==> src/rtl/reg_bank_pkg.sv <==
// ============================================================================
// reg_bank_pkg : shared constants and types for the shadowed register bank
// Rev 1.0
// ============================================================================
`default_nettype none

package reg_bank_pkg;

    localparam int unsigned DEF_ADDR_W = 16;
    localparam int unsigned DEF_DATA_W = 16;

    localparam logic [15:0] DEF_CFG_BASE = 16'h0001;
    localparam logic [15:0] DEF_STS_BASE = 16'h0040;
    localparam logic [15:0] DEF_EVT_ADDR = 16'h0060;
    localparam logic [15:0] DEF_CMD_ADDR = 16'h0080;

    localparam int unsigned CMD_START  = 0;
    localparam int unsigned CMD_ABORT  = 1;
    localparam int unsigned EVT_REJECT = 15;

    typedef enum logic [2:0] {
        REG_CFG  = 3'd0,
        REG_STS  = 3'd1,
        REG_EVT  = 3'd2,
        REG_MASK = 3'd3,
        REG_CMD  = 3'd4,
        REG_NONE = 3'd5
    } reg_region_e;

    // Index width able to address n words, never less than one bit.
    function automatic int unsigned idx_bits(input int unsigned n);
        return (n <= 1) ? 1 : $clog2(n);
    endfunction

endpackage

`default_nettype wire

==> src/rtl/reg_bank_addr_dec.sv <==
// ============================================================================
// reg_bank_addr_dec : combinational bus address to {region, word index} decode
// Rev 1.0
// ============================================================================
`default_nettype none

module reg_bank_addr_dec
    import reg_bank_pkg::*;
#(
    parameter int unsigned       ADDR_W   = DEF_ADDR_W,
    parameter int unsigned       NUM_CFG  = 16,
    parameter int unsigned       NUM_STS  = 4,
    parameter int unsigned       IDX_W    = 4,
    parameter logic [ADDR_W-1:0] CFG_BASE = ADDR_W'(DEF_CFG_BASE),
    parameter logic [ADDR_W-1:0] STS_BASE = ADDR_W'(DEF_STS_BASE),
    parameter logic [ADDR_W-1:0] EVT_ADDR = ADDR_W'(DEF_EVT_ADDR),
    parameter logic [ADDR_W-1:0] CMD_ADDR = ADDR_W'(DEF_CMD_ADDR)
) (
    input  logic [ADDR_W-1:0] addr_i,
    output reg_region_e       region_o,
    output logic [IDX_W-1:0]  index_o
);

    logic [ADDR_W-1:0] w_cfg_off;
    logic [ADDR_W-1:0] w_sts_off;

    // Offsets wrap below the base, so a single unsigned compare bounds each window.
    assign w_cfg_off = addr_i - CFG_BASE;
    assign w_sts_off = addr_i - STS_BASE;

    always_comb begin
        region_o = REG_NONE;
        index_o  = '0;
        if (w_cfg_off < ADDR_W'(NUM_CFG)) begin
            region_o = REG_CFG;
            index_o  = w_cfg_off[IDX_W-1:0];
        end else if (w_sts_off < ADDR_W'(NUM_STS)) begin
            region_o = REG_STS;
            index_o  = w_sts_off[IDX_W-1:0];
        end else if (addr_i == EVT_ADDR) begin
            region_o = REG_EVT;
        end else if (addr_i == EVT_ADDR + ADDR_W'(1)) begin
            region_o = REG_MASK;
        end else if (addr_i == CMD_ADDR) begin
            region_o = REG_CMD;
        end
    end

endmodule

`default_nettype wire

==> src/rtl/reg_bank_shadowed.sv <==
// ============================================================================
// reg_bank_shadowed : bus register bank with shadow/active config, status,
//                     sticky events with irq mask and pulsed commands
// Rev 1.0
// ============================================================================
`default_nettype none

module reg_bank_shadowed
    import reg_bank_pkg::*;
#(
    parameter int unsigned       ADDR_W   = DEF_ADDR_W,
    parameter int unsigned       DATA_W   = DEF_DATA_W,
    parameter int unsigned       NUM_CFG  = 16,
    parameter int unsigned       NUM_STS  = 4,
    parameter logic [ADDR_W-1:0] CFG_BASE = ADDR_W'(DEF_CFG_BASE),
    parameter logic [ADDR_W-1:0] STS_BASE = ADDR_W'(DEF_STS_BASE),
    parameter logic [ADDR_W-1:0] EVT_ADDR = ADDR_W'(DEF_EVT_ADDR),
    parameter logic [ADDR_W-1:0] CMD_ADDR = ADDR_W'(DEF_CMD_ADDR)
) (
    input  logic                        clk,
    input  logic                        rst,
    input  logic                        bus_wr,
    input  logic                        bus_rd,
    input  logic [ADDR_W-1:0]           bus_addr,
    input  logic [DATA_W-1:0]           bus_wdata,
    output logic [DATA_W-1:0]           bus_rdata,
    output logic                        bus_rvalid,
    output logic                        bus_err,
    output logic [NUM_CFG*DATA_W-1:0]   cfg_active,
    output logic                        cfg_update,
    output logic [DATA_W-1:0]           cmd_pulse,
    input  logic                        core_busy,
    input  logic [NUM_STS*DATA_W-1:0]   sts_live,
    input  logic [DATA_W-1:0]           evt_set,
    output logic                        evt_irq
);

    localparam int unsigned CFG_IW = idx_bits(NUM_CFG);
    localparam int unsigned STS_IW = idx_bits(NUM_STS);
    localparam int unsigned IDX_W  = (CFG_IW > STS_IW) ? CFG_IW : STS_IW;

    reg_region_e      w_region;
    logic [IDX_W-1:0] w_idx;
    logic [DATA_W-1:0] w_sts [NUM_STS];

    logic [DATA_W-1:0] shadow_q [NUM_CFG];
    logic [DATA_W-1:0] active_q [NUM_CFG];
    logic [DATA_W-1:0] evt_q, evt_d;
    logic [DATA_W-1:0] mask_q;
    logic [DATA_W-1:0] rdata_q, rdata_d;
    logic [DATA_W-1:0] cmd_pulse_q, cmd_pulse_d;
    logic              rvalid_q, err_q, err_d, update_q, irq_q;
    logic              w_cmd_wr, w_start_ok, w_reject;

    reg_bank_addr_dec #(
        .ADDR_W  (ADDR_W),
        .NUM_CFG (NUM_CFG),
        .NUM_STS (NUM_STS),
        .IDX_W   (IDX_W),
        .CFG_BASE(CFG_BASE),
        .STS_BASE(STS_BASE),
        .EVT_ADDR(EVT_ADDR),
        .CMD_ADDR(CMD_ADDR)
    ) u_dec (
        .addr_i  (bus_addr),
        .region_o(w_region),
        .index_o (w_idx)
    );

    for (genvar s = 0; s < NUM_STS; s++) begin : g_sts
        assign w_sts[s] = sts_live[s*DATA_W +: DATA_W];
    end

    for (genvar c = 0; c < NUM_CFG; c++) begin : g_cfg_out
        assign cfg_active[c*DATA_W +: DATA_W] = active_q[c];
    end

    assign w_cmd_wr   = bus_wr && (w_region == REG_CMD);
    assign w_start_ok = w_cmd_wr && bus_wdata[CMD_START] && !core_busy;
    assign w_reject   = w_cmd_wr && bus_wdata[CMD_START] && core_busy;

    always_comb begin
        cmd_pulse_d = '0;
        if (w_cmd_wr) begin
            cmd_pulse_d            = bus_wdata;
            cmd_pulse_d[CMD_START] = w_start_ok;
        end

        // Clear first, then OR in sets so a same-cycle set always wins.
        evt_d = evt_q;
        if (bus_wr && (w_region == REG_EVT)) begin
            evt_d = evt_q & ~bus_wdata;
        end
        evt_d = evt_d | evt_set;
        if (w_reject) begin
            evt_d[EVT_REJECT] = 1'b1;
        end

        rdata_d = '0;
        if (bus_rd) begin
            case (w_region)
                REG_CFG:  rdata_d = shadow_q[w_idx[CFG_IW-1:0]];
                REG_STS:  rdata_d = w_sts[w_idx[STS_IW-1:0]];
                REG_EVT:  rdata_d = evt_q;
                REG_MASK: rdata_d = mask_q;
                default:  rdata_d = '0;
            endcase
        end

        err_d = (bus_rd || bus_wr) && (w_region == REG_NONE);
    end

    always_ff @(posedge clk) begin
        if (rst) begin
            for (int i = 0; i < NUM_CFG; i++) begin
                shadow_q[i] <= '0;
                active_q[i] <= '0;
            end
            evt_q       <= '0;
            mask_q      <= '0;
            rdata_q     <= '0;
            rvalid_q    <= 1'b0;
            err_q       <= 1'b0;
            cmd_pulse_q <= '0;
            update_q    <= 1'b0;
            irq_q       <= 1'b0;
        end else begin
            if (bus_wr && (w_region == REG_CFG)) begin
                shadow_q[w_idx[CFG_IW-1:0]] <= bus_wdata;
            end
            if (w_start_ok) begin
                for (int i = 0; i < NUM_CFG; i++) begin
                    active_q[i] <= shadow_q[i];
                end
            end
            if (bus_wr && (w_region == REG_MASK)) begin
                mask_q <= bus_wdata;
            end
            evt_q       <= evt_d;
            rdata_q     <= rdata_d;
            rvalid_q    <= bus_rd;
            err_q       <= err_d;
            cmd_pulse_q <= cmd_pulse_d;
            update_q    <= w_start_ok;
            irq_q       <= |(evt_q & mask_q);
        end
    end

    assign bus_rdata  = rdata_q;
    assign bus_rvalid = rvalid_q;
    assign bus_err    = err_q;
    assign evt_irq    = irq_q;
    // A reset arriving while a pulse is pending suppresses it immediately.
    assign cmd_pulse  = rst ? '0 : cmd_pulse_q;
    assign cfg_update = update_q & ~rst;

endmodule

`default_nettype wire
==> config.mk <==
export PLATFORM = sky130hd
export DESIGN_NAME = reg_bank_shadowed
export DESIGN_NICKNAME = d
export VERILOG_FILES = /design/src/rtl/reg_bank_pkg.sv /design/src/rtl/reg_bank_addr_dec.sv /design/src/rtl/reg_bank_shadowed.sv
export SDC_FILE = /design/constraint.sdc
export NUM_CORES = 1
export LEC_CHECK = 0
export CAP_MARGIN = 25
export CORE_MARGIN = 2
export CORE_UTILIZATION = 55
export DETAILED_ROUTE_END_ITERATION = 8
export MAX_ROUTING_LAYER = met4
export PLACE_DENSITY = 0.82
export SYNTH_ARGS = -nofsm -noshare
export SYNTH_HDL_FRONTEND = slang
export SYNTH_SLANG_ARGS = --single-unit
==> constraint.sdc <==
create_clock -name clk -period 28.1 [get_ports clk]
set_clock_uncertainty 0.2 [all_clocks]
set_input_delay 4.215 -clock clk [delete_from_list [all_inputs] [get_ports clk]]
set_output_delay 4.215 -clock clk [all_outputs]
set_load 0.01 [all_outputs]
# Word level (Yosys, flattened, before mapping)

Memories as Yosys holds them, arrays and structs flattened.
Cells that the tools add are included.

$add $sub $neg: 2
Order comparisons: 3
Eq/ne operators: 8
Multiplexer cells: 41
Bitwise logic cells: 25
Reduce and logical (&&, ||, !) cells: 15

Operator list:

| operator                                                              | number |
|---|---|
| 16-bit 2-to-1 mux                                                     | 21 |
| 16-bit one-hot mux with 4 select lines                                | 1 |
| 16-bit bitwise AND                                                    | 2 |
| 16-bit binary-select mux with 2-bit select                            | 1 |
| 16-bit by 7-bit == test with 1-bit output, second input constant      | 2 |
| 16-bit OR reduction                                                   | 2 |
| 16-bit by 8-bit == test with 1-bit output, second input constant      | 1 |
| 16-bit by 3-bit < comparator with 1-bit output, second input constant | 1 |
| 16-bit by 5-bit < comparator with 1-bit output, second input constant | 1 |
| 16-bit inverter                                                       | 1 |
| 1-bit OR                                                              | 16 |
| 16-bit OR                                                             | 1 |
| 16-bit by 1-bit subtractor with 16-bit output, second input constant  | 1 |
| 16-bit by 7-bit subtractor with 16-bit output, second input constant  | 1 |
| 3-bit 2-to-1 mux                                                      | 4 |
| 4-bit 2-to-1 mux                                                      | 3 |
| 1-bit 2-to-1 mux                                                      | 11 |
| 1-bit logical AND                                                     | 8 |
| 3-bit by 2-bit == test with 1-bit output, second input constant       | 2 |
| 3-bit == test, second input constant                                  | 2 |
| 2-bit OR reduction                                                    | 2 |
| 3-bit by 1-bit == test with 1-bit output, second input constant       | 1 |
| 3-bit greater-or-equal comparator, second input constant              | 1 |
| 3-bit logical NOT                                                     | 1 |
| other kinds (5)                                                       | 7 |

Bits in registers: 68
Memory bits (writable): 512
Output and inout port bits: 292
Memories: 2

Memories:

| memory   | depth | width | rd ports | clocked after memory_dff | wr ports | RTL line                | text |
|---|---|---|---|---|---|---|---|
| active_q | 16    | 16    | 16       | 0                        | 16       | reg_bank_shadowed.sv:47 | `logic [DATA_W-1:0] active_q [NUM_CFG];` |
| shadow_q | 16    | 16    | 17       | 0                        | 16       | reg_bank_shadowed.sv:46 | `logic [DATA_W-1:0] shadow_q [NUM_CFG];` |

# Depth between registers and ports, before layout

Gate-level depths: netlist (run 1).

Depth after elaboration: 14
Gate-level depth with buffers: 15
Mapped depth without buffers: 11

# Cells and area by module

From an unflattened synthesis (run 1), not the netlist that was laid out.

Cell total of the unflattened synthesis: 1647
Area total of the unflattened synthesis: 24917.6 sq um

By module, submodules not included:

| module            | instances | cells each | area each (sq um) |
|---|---|---|---|
| reg_bank_shadowed | 1         | 1592       | 24524.8 |
| reg_bank_addr_dec | 1         | 55         | 392.9 |

# Worst setup path before layout (run 1)

No wires, ideal clock.

Kind: input port to flip-flop
Start point: input port bus_addr[1]
End point: memory active_q[0][0] (netlist name) (enable)
Library setup time: 928 ps
Arrival time: 17500 ps
Data required time: 26972 ps
Slack: 9472 ps
Stages on the path: 9
Path buffers: 2
Cell sequence: clkbuf_1 inv_1 ha_1 clkbuf_1 nand2b_1 or2_1 nor4b_2 nand3_1 o21bai_1

RTL lines:

| element         | RTL line                | text |
|---|---|---|
| start, declared | reg_bank_shadowed.sv:24 | `input logic [ADDR_W-1:0] bus_addr,` |
| end, declared   | reg_bank_shadowed.sv:47 |  |

# Final worst setup path (run 1)

Start point: input port rst
End point: output port cmd_pulse[6]

Word-level cells in the longest chain between the ends: 1

RTL lines:

| element           | RTL line                 | text |
|---|---|---|
| start, declared   | reg_bank_shadowed.sv:21  | `input logic rst,` |
| 16-bit 2-to-1 mux | reg_bank_shadowed.sv:154 | `assign cmd_pulse = rst ? '0 : cmd_pulse_q;` |
| end, declared     | reg_bank_shadowed.sv:31  | `output logic [DATA_W-1:0] cmd_pulse,` |

No other way between the ends.

==> results of run 1 <==
==> placed cells by master, fill, tap and decap left out, drive strengths merged, types with 4 or more instances in the layout <==
master         count
clkbuf            69
edfxtp           512
and4               4
nor3              18
a22oi             29
clkinv            23
and2             436
a22o              20
buf               32
a31o              11
o21ai             46
o22ai             85
a41oi              4
nor2              74
nand3              5
clkinvlp           5
or2               23
o221ai             8
o22a              12
a21oi             42
diode              5
o221a              7
inv                7
nor4               8
nand2             75
nand2b             8
a41o               4
dfxtp             68
nand4              4
o31ai              8
clkdlybuf4s50    407
a221oi            25
nor2b            114
or3                5
==> registers in the layout, indices dropped and copies added (netlist names) <==
| register | count |
|---|---|
| bus_rdata | 16 |
| update_q | 1 |
| cmd_pulse_q | 16 |
| shadow_q | 256 |
| evt_irq | 1 |
| mask_q | 16 |
| bus_rvalid | 1 |
| evt_q | 16 |
| bus_err | 1 |
| active_q | 256 |
==> worst max-delay path, cell delays in order <==
cell	delay, ns
buf_4	0.28
buf_4	0.62
nor2b_1	0.14
clkdlybuf4s50_1	0.51
==> cell type report <==
cell class              count  share of cell area (%)
well taps                 585                    2.39
flip-flops and latches    580                    54.7
diodes                      5                  0.0409
clock inverters            33                   0.781
clock buffers              69                    4.74
multi-input cells        1113                    22.8
inverters                   4                  0.0491
repair buffers            439                    14.5
==> routing by layer <==
layer / wire [um] / global-route usage, % / vias up / part of all wire (%)
met5: 0 / - / - / 0
met4: 3920 / 15.8 / 0 / 5.0
met3: 9270 / 8.35 / 229 / 12
met2: 36200 / 53.3 / 1317 / 46
met1: 28700 / 45.8 / 8334 / 37
li1: - / - / 7388 / -
==> where the power goes <==
part	internal, mW	switching, mW
Sequential	0.972	0.0226
Combinational	0.0519	0.0640
Clock	0.386	0.325
==> kinds of logic (layout without fill, tap and decap cells) <==
logic type	Yosys count	count (layout)
DFF	580	580
AOI/OAI and AO/OA	325	325
and+or+nand+nor	783	783
other	0	5
adders and majority gates	2	2
buffers and inverters	125	545
xor gates and xnor gates	3	3
==> how the worst max path moves through the flow <==
stage	slack (ns)	startpoint	end
after floorplan	9.47	bus_addr[1]	active_q[0][0]$_SDFFCE_PN0P_
after global placement	17.97	rst	cfg_update
after CTS	17.91	rst	cmd_pulse[6]
after detailed placement	17.91	rst	cmd_pulse[6]
final	17.90	rst	cmd_pulse[6]
after global routing	17.83	rst	cmd_pulse[6]
==> per-stage QoR <==
step	hold slack, ns	std cells	instance area [um^2]	total power [mW]
2_1_floorplan	0.245	1818	24200	1.05
6_report	0.277	2828	30600	1.82
5_1_grt	0.293	2827	30600	1.86
4_1_cts	0.275	2821	30500	1.82
3_3_place_gp	0.251	2715	28700	1.12
3_5_place_dp	0.267	2719	28800	1.13
==> impl_metrics.py, run 1 <==
metrics = {
    "placed_design": {
        "port_buffers": 408,
        "place_worst_setup_slack_ns": 17.91,
        "dp_hpwl_um": 54700,
        "routabilityCongestion": 0.986,
    },
    "synthesis": {
        "postSynthCellCount": 1818,
        "synth_mux_area_share_pct": 0,
        "synthesis.area_um2": 24200,
        "post-synth-top-count-cell": "edfxtp_1",
        "synthAdderAreaFrac_pct": 0.103,
        "ys_ff_latch": 580,
        "yosysTopAreaCellShare_pct": 63.5,
        "synth_top_family_by_area": "simple AND/OR/NAND/NOR gates",
        "synth_simple_gate_area_share_pct": 18.9,
        "syn_nets": 1937,
        "synthXorXnorAreaFrac_pct": 0.109,
        "async_flop_share_pct": 0,
        "synth_compound_area_share_pct": 9.56,
        "synth.top_cells.by_count": "edfxtp_1, and2_1, nor2b_1, clkbuf_1, o22ai_1",
        "synth_area_per_cell_um2": 13.3,
        "synth_warnings": 0,
        "ys_types": 69,
        "synth_area_leaders": "edfxtp_1, and2_1, dfxtp_1",
        "ys_seq_area_share_pct": 69.1,
        "synth-edff-count": 512,
        "synth.largest_area_cell": "edfxtp_1",
        "synth_ff_type": "edfxtp_1",
    },
    "floorplanning": {
        "die-area_um2": 45700,
        "die_w_um": 214,
        "io_pins": 409,
        "core_region_area_um2": 43300,
        "rows": 76,
        "die_h_um": 214,
        "start_util_pct": 56.0,
    },
    "cts": {
        "clkSinkCount": 580,
        "h-tree-depth": 2,
        "hold_buffers": 0,
        "cts_buffer_depth": 3,
        "clk_pin_slew_ns": 0.06,
        "cts_root_buf": "clkbuf_16",
        "numCtsBuffers": 55,
        "cts_tree": "built",
        "clk_latency_ns": 0.61,
        "postCtsSetupBuffers": 0,
        "cts_resized": 0,
    },
    "power_and_ir_drop": {
        "p_per_area_nw_per_um2": 59.5,
        "worst_ir_drop_vdd_v": 0.0000513,
        "leakagePower_nw": 10.7,
    },
    "worst_setup_path": {
        "arrival_ns": 5.79,
        "critPathLaunchType": "input pin",
        "r2r_end": "bus_rdata[2]$_SDFF_PP0_",
        "worstSetupPathType": "in -> out",
        "critPathRequiredTime_ns": 23.68,
        "r2r-start": "shadow_q[2][2]$_SDFFCE_PN0P_",
        "worstRegToRegCells": 4,
        "crit_fanout": 61,
        "end_kind": "primary output",
        "r2r_slack_ns": 25.95,
    },
    "timing": {
        "rsz0062_at_grt": "no",
        "fin_ws_ns": 17.90,
        "tightest_slew_ns": 1.09,
        "drv_slew": 0,
        "clock.fmax_mhz": 98.0,
        "setup_viol": 0,
        "fin_setup_tns_ns": 0,
        "finalHoldViolations": 0,
        "fin_crit_sh_pct": 36.3,
        "layout_min_cycle_time_ns": 10.20,
        "relSlewSlack_pct": 27.0,
    },
    "routing": {
        "drc": 0,
        "vias": 17300,
        "routed_wl_um": 78100,
        "via_per_inst": 6.11,
        "wire_per_inst_um": 27.6,
        "ant_nets": 0,
        "dr.pass1.iters": 6,
        "drt_iter0_markers": 2484,
    },
    "global_route": {
        "grt_usage_pct": 35.3,
        "antenna_found_initial": 6,
        "overflow": 0,
        "grt_first_pass_wirelength_um": 110000,
        "grt_start_max_net_pins": 180,
        "grt_pass1_vias": 16400,
    },
    "hold_path": {
        "worstHoldStart": "mask_q[15]$_SDFFE_PP0P_",
        "whs_endpoint": "mask_q[15]$_SDFFE_PP0P_",
        "hold_class": "reg -> reg",
        "min_path_cells": 2,
    },
    "cells_and_area": {
        "final-seq-area_um2": 16700,
        "multi_input_area_um2": 6980,
        "syn2layout_area_growth_pct": 26.3,
        "utilization_pct": 70.7,
        "fin_nets": 2312,
        "fillCellCount": 2842,
        "final_layout_size_suffix_gt1_share_pct": 7.02,
    },
    "run": {
        "cap_violations": 0,
    },
    "run_status": {
        "outcome": "complete, no violations",
    },
}
Note: power is estimated with default switching activity, not from simulation.
==> run 2: changes to the inputs <==
Settings changed: CORE_UTILIZATION 55 to 53, PLACE_DENSITY 0.82 to 0.8.
Clock period 28.1 ns to 10.1 ns, I/O delays scaled along.
==> run 2 against run 1 <==
Against the previous run: combinational power increased to 2.8 times the previous value; hold slack better by 0.0011 ns; critical path type is now in -> reg; via count is 1.2% higher; sequential share of layout area shrank 0.60 points; cell area increased by 1.1%; routed wire length grew 0.48%; clock power grew to 3.2 times the previous value; highest routed layer unchanged; clock-buffer cell count rose by 6; cell count rose by 0.57%; sequential cell count stayed put.
==> impl_metrics.py, run 2 (synthesized netlist as in run 1, its figures left out) <==
metrics = {
    "global_route": {
        "overflow": 0,
        "grt_first_pass_wirelength_um": 112000,
        "grt_start_max_net_pins": 187,
        "grt_pass1_vias": 16500,
        "antenna_found_initial": 3,
        "grt_usage_pct": 33.8,
    },
    "cts": {
        "cts_resized": 0,
        "cts_tree": "built",
        "clk_latency_ns": 0.62,
        "cts_root_buf": "clkbuf_16",
        "cts_buffer_depth": 3,
        "clkSinkCount": 580,
        "numCtsBuffers": 56,
        "hold_buffers": 0,
        "h-tree-depth": 2,
        "clk_pin_slew_ns": 0.06,
        "postCtsSetupBuffers": 0,
    },
    "floorplanning": {
        "die_w_um": 218,
        "die-area_um2": 47400,
        "die_h_um": 218,
        "core_region_area_um2": 45200,
        "rows": 78,
        "start_util_pct": 53.6,
        "io_pins": 409,
    },
    "worst_setup_path": {
        "critPathRequiredTime_ns": 10.14,
        "cp_slowest_cell": "buf_4",
        "arrival_ns": 6.12,
        "crit_chain": "clkdlybuf4s50_1 -> inv_1 -> ha_1 -> nand2b_1 -> or2_1 -> nor4b_2 -> nand3_1 -> o21bai_4 -> buf_12 -> buf_4",
        "end_kind": "flip-flop",
        "cpPeakStageDelay_ns": 0.84,
        "worstSetupPathType": "in -> reg",
        "critPathLaunchType": "input pin",
        "crit_fanout": 186,
    },
    "cells_and_area": {
        "utilization_pct": 68.4,
        "final_layout_size_suffix_gt1_share_pct": 7.00,
        "final_cell_mix": "edfxtp_1, and2_1, clkdlybuf4s50_1",
        "final_cells": 2844,
        "syn2layout_area_growth_pct": 27.7,
        "fillCellCount": 3075,
        "mostFrequentLayoutCell": "edfxtp_1",
        "top_regs": "active_q (256), shadow_q (256)",
        "fin_nets": 2316,
    },
    "routing": {
        "drc": 0,
        "drt_iter0_markers": 2513,
        "dr.pass1.iters": 6,
        "wire_per_inst_um": 27.6,
        "via_per_inst": 6.14,
        "ant_nets": 0,
        "routed_wl_um": 78500,
        "vias": 17500,
    },
    "timing": {
        "relSlewSlack_pct": 16.7,
        "finalHoldViolations": 0,
        "fin_setup_tns_ns": 0,
        "rsz0062_at_grt": "no",
        "fin_crit_sh_pct": 60.3,
        "fin_hold_ws_ns": 0.278,
        "layout_min_cycle_time_ns": 6.09,
        "drv_slew": 0,
        "tightest_slew_ns": 1.25,
        "fin_ws_ns": 4.01,
        "setup_viol": 0,
        "clock.fmax_mhz": 164,
    },
    "placed_design": {
        "port_buffers": 408,
        "dp_hpwl_um": 55200,
        "place_worst_setup_slack_ns": 3.52,
        "placed_cells": 2734,
        "routabilityCongestion": 0.971,
    },
    "run": {
        "cap_violations": 0,
    },
    "power_and_ir_drop": {
        "worst_ir_drop_vdd_v": 0.000139,
        "p_per_area_nw_per_um2": 173,
        "leakagePower_nw": 10.8,
    },
    "run_status": {
        "outcome": "complete, no violations",
    },
    "hold_path": {
        "hold_class": "reg -> reg",
    },
}
-- run 2: worst paths after layout --
| check | depth (start not counted) | from | to | slack [ns] |
|---|---|---|---|---|
| worst max-delay path | 10 | bus_addr[0] | active_q[0][88]$_SDFFCE_PN0P_ | 4.01 |
| worst min-delay path | 2 | mask_q[13]$_SDFFE_PP0P_ | mask_q[13]$_SDFFE_PP0P_ | 0.28 |
| worst max register to register | 4 | shadow_q[8][7]$_SDFFCE_PN0P_ | bus_rdata[7]$_SDFF_PP0_ | 7.66 |
| worst min register to register | 2 | mask_q[13]$_SDFFE_PP0P_ | mask_q[13]$_SDFFE_PP0P_ | 0.28 |
-- run 2: power breakdown --
group	internal, mW	leakage, nW	switching [mW]
combinational	0.146	4.20	0.177
clock	1.35	0.951	0.900
sequential	2.70	5.69	0.0703
total	4.20	10.8	1.15
-- run 2: metal layers --
layer | wire, um | vias up | track usage (%)
li1 | - | 7405 | -
met4 | 3820 | 0 | 13.9
met5 | 0 | - | -
met2 | 36700 | 1377 | 52.1
met1 | 28700 | 8434 | 43.9
met3 | 9270 | 260 | 7.45
-- run 2: stage by stage --
stage | power, mW | cell area (um^2)
final | 5.34 | 30900
after global routing | 5.46 | 30900
after CTS | 5.34 | 30800
after detailed placement | 3.13 | 28800
after global placement | 3.13 | 28800
after floorplan | 2.91 | 24200
-- run 2: layout make-up --
class,instances,area (um^2),share of cell area [%]
antenna,1,2.50,0.00809
inverter,4,15.0,0.0486
sequential,580,16700,54.1
tap,600,751,2.43
timing repair buffer,442,4470,14.5
clock inverter,29,430,1.39
clock buffer,75,1540,4.96
multi-input combinational,1113,6980,22.6
-- run 2: critical path, delay by kind of cell --
kind	cells	cell delay, ns
compound gates	1	0.21
fa+ha+maj	1	0.38
buf+inv	4	2.34
simple gates	4	1.22
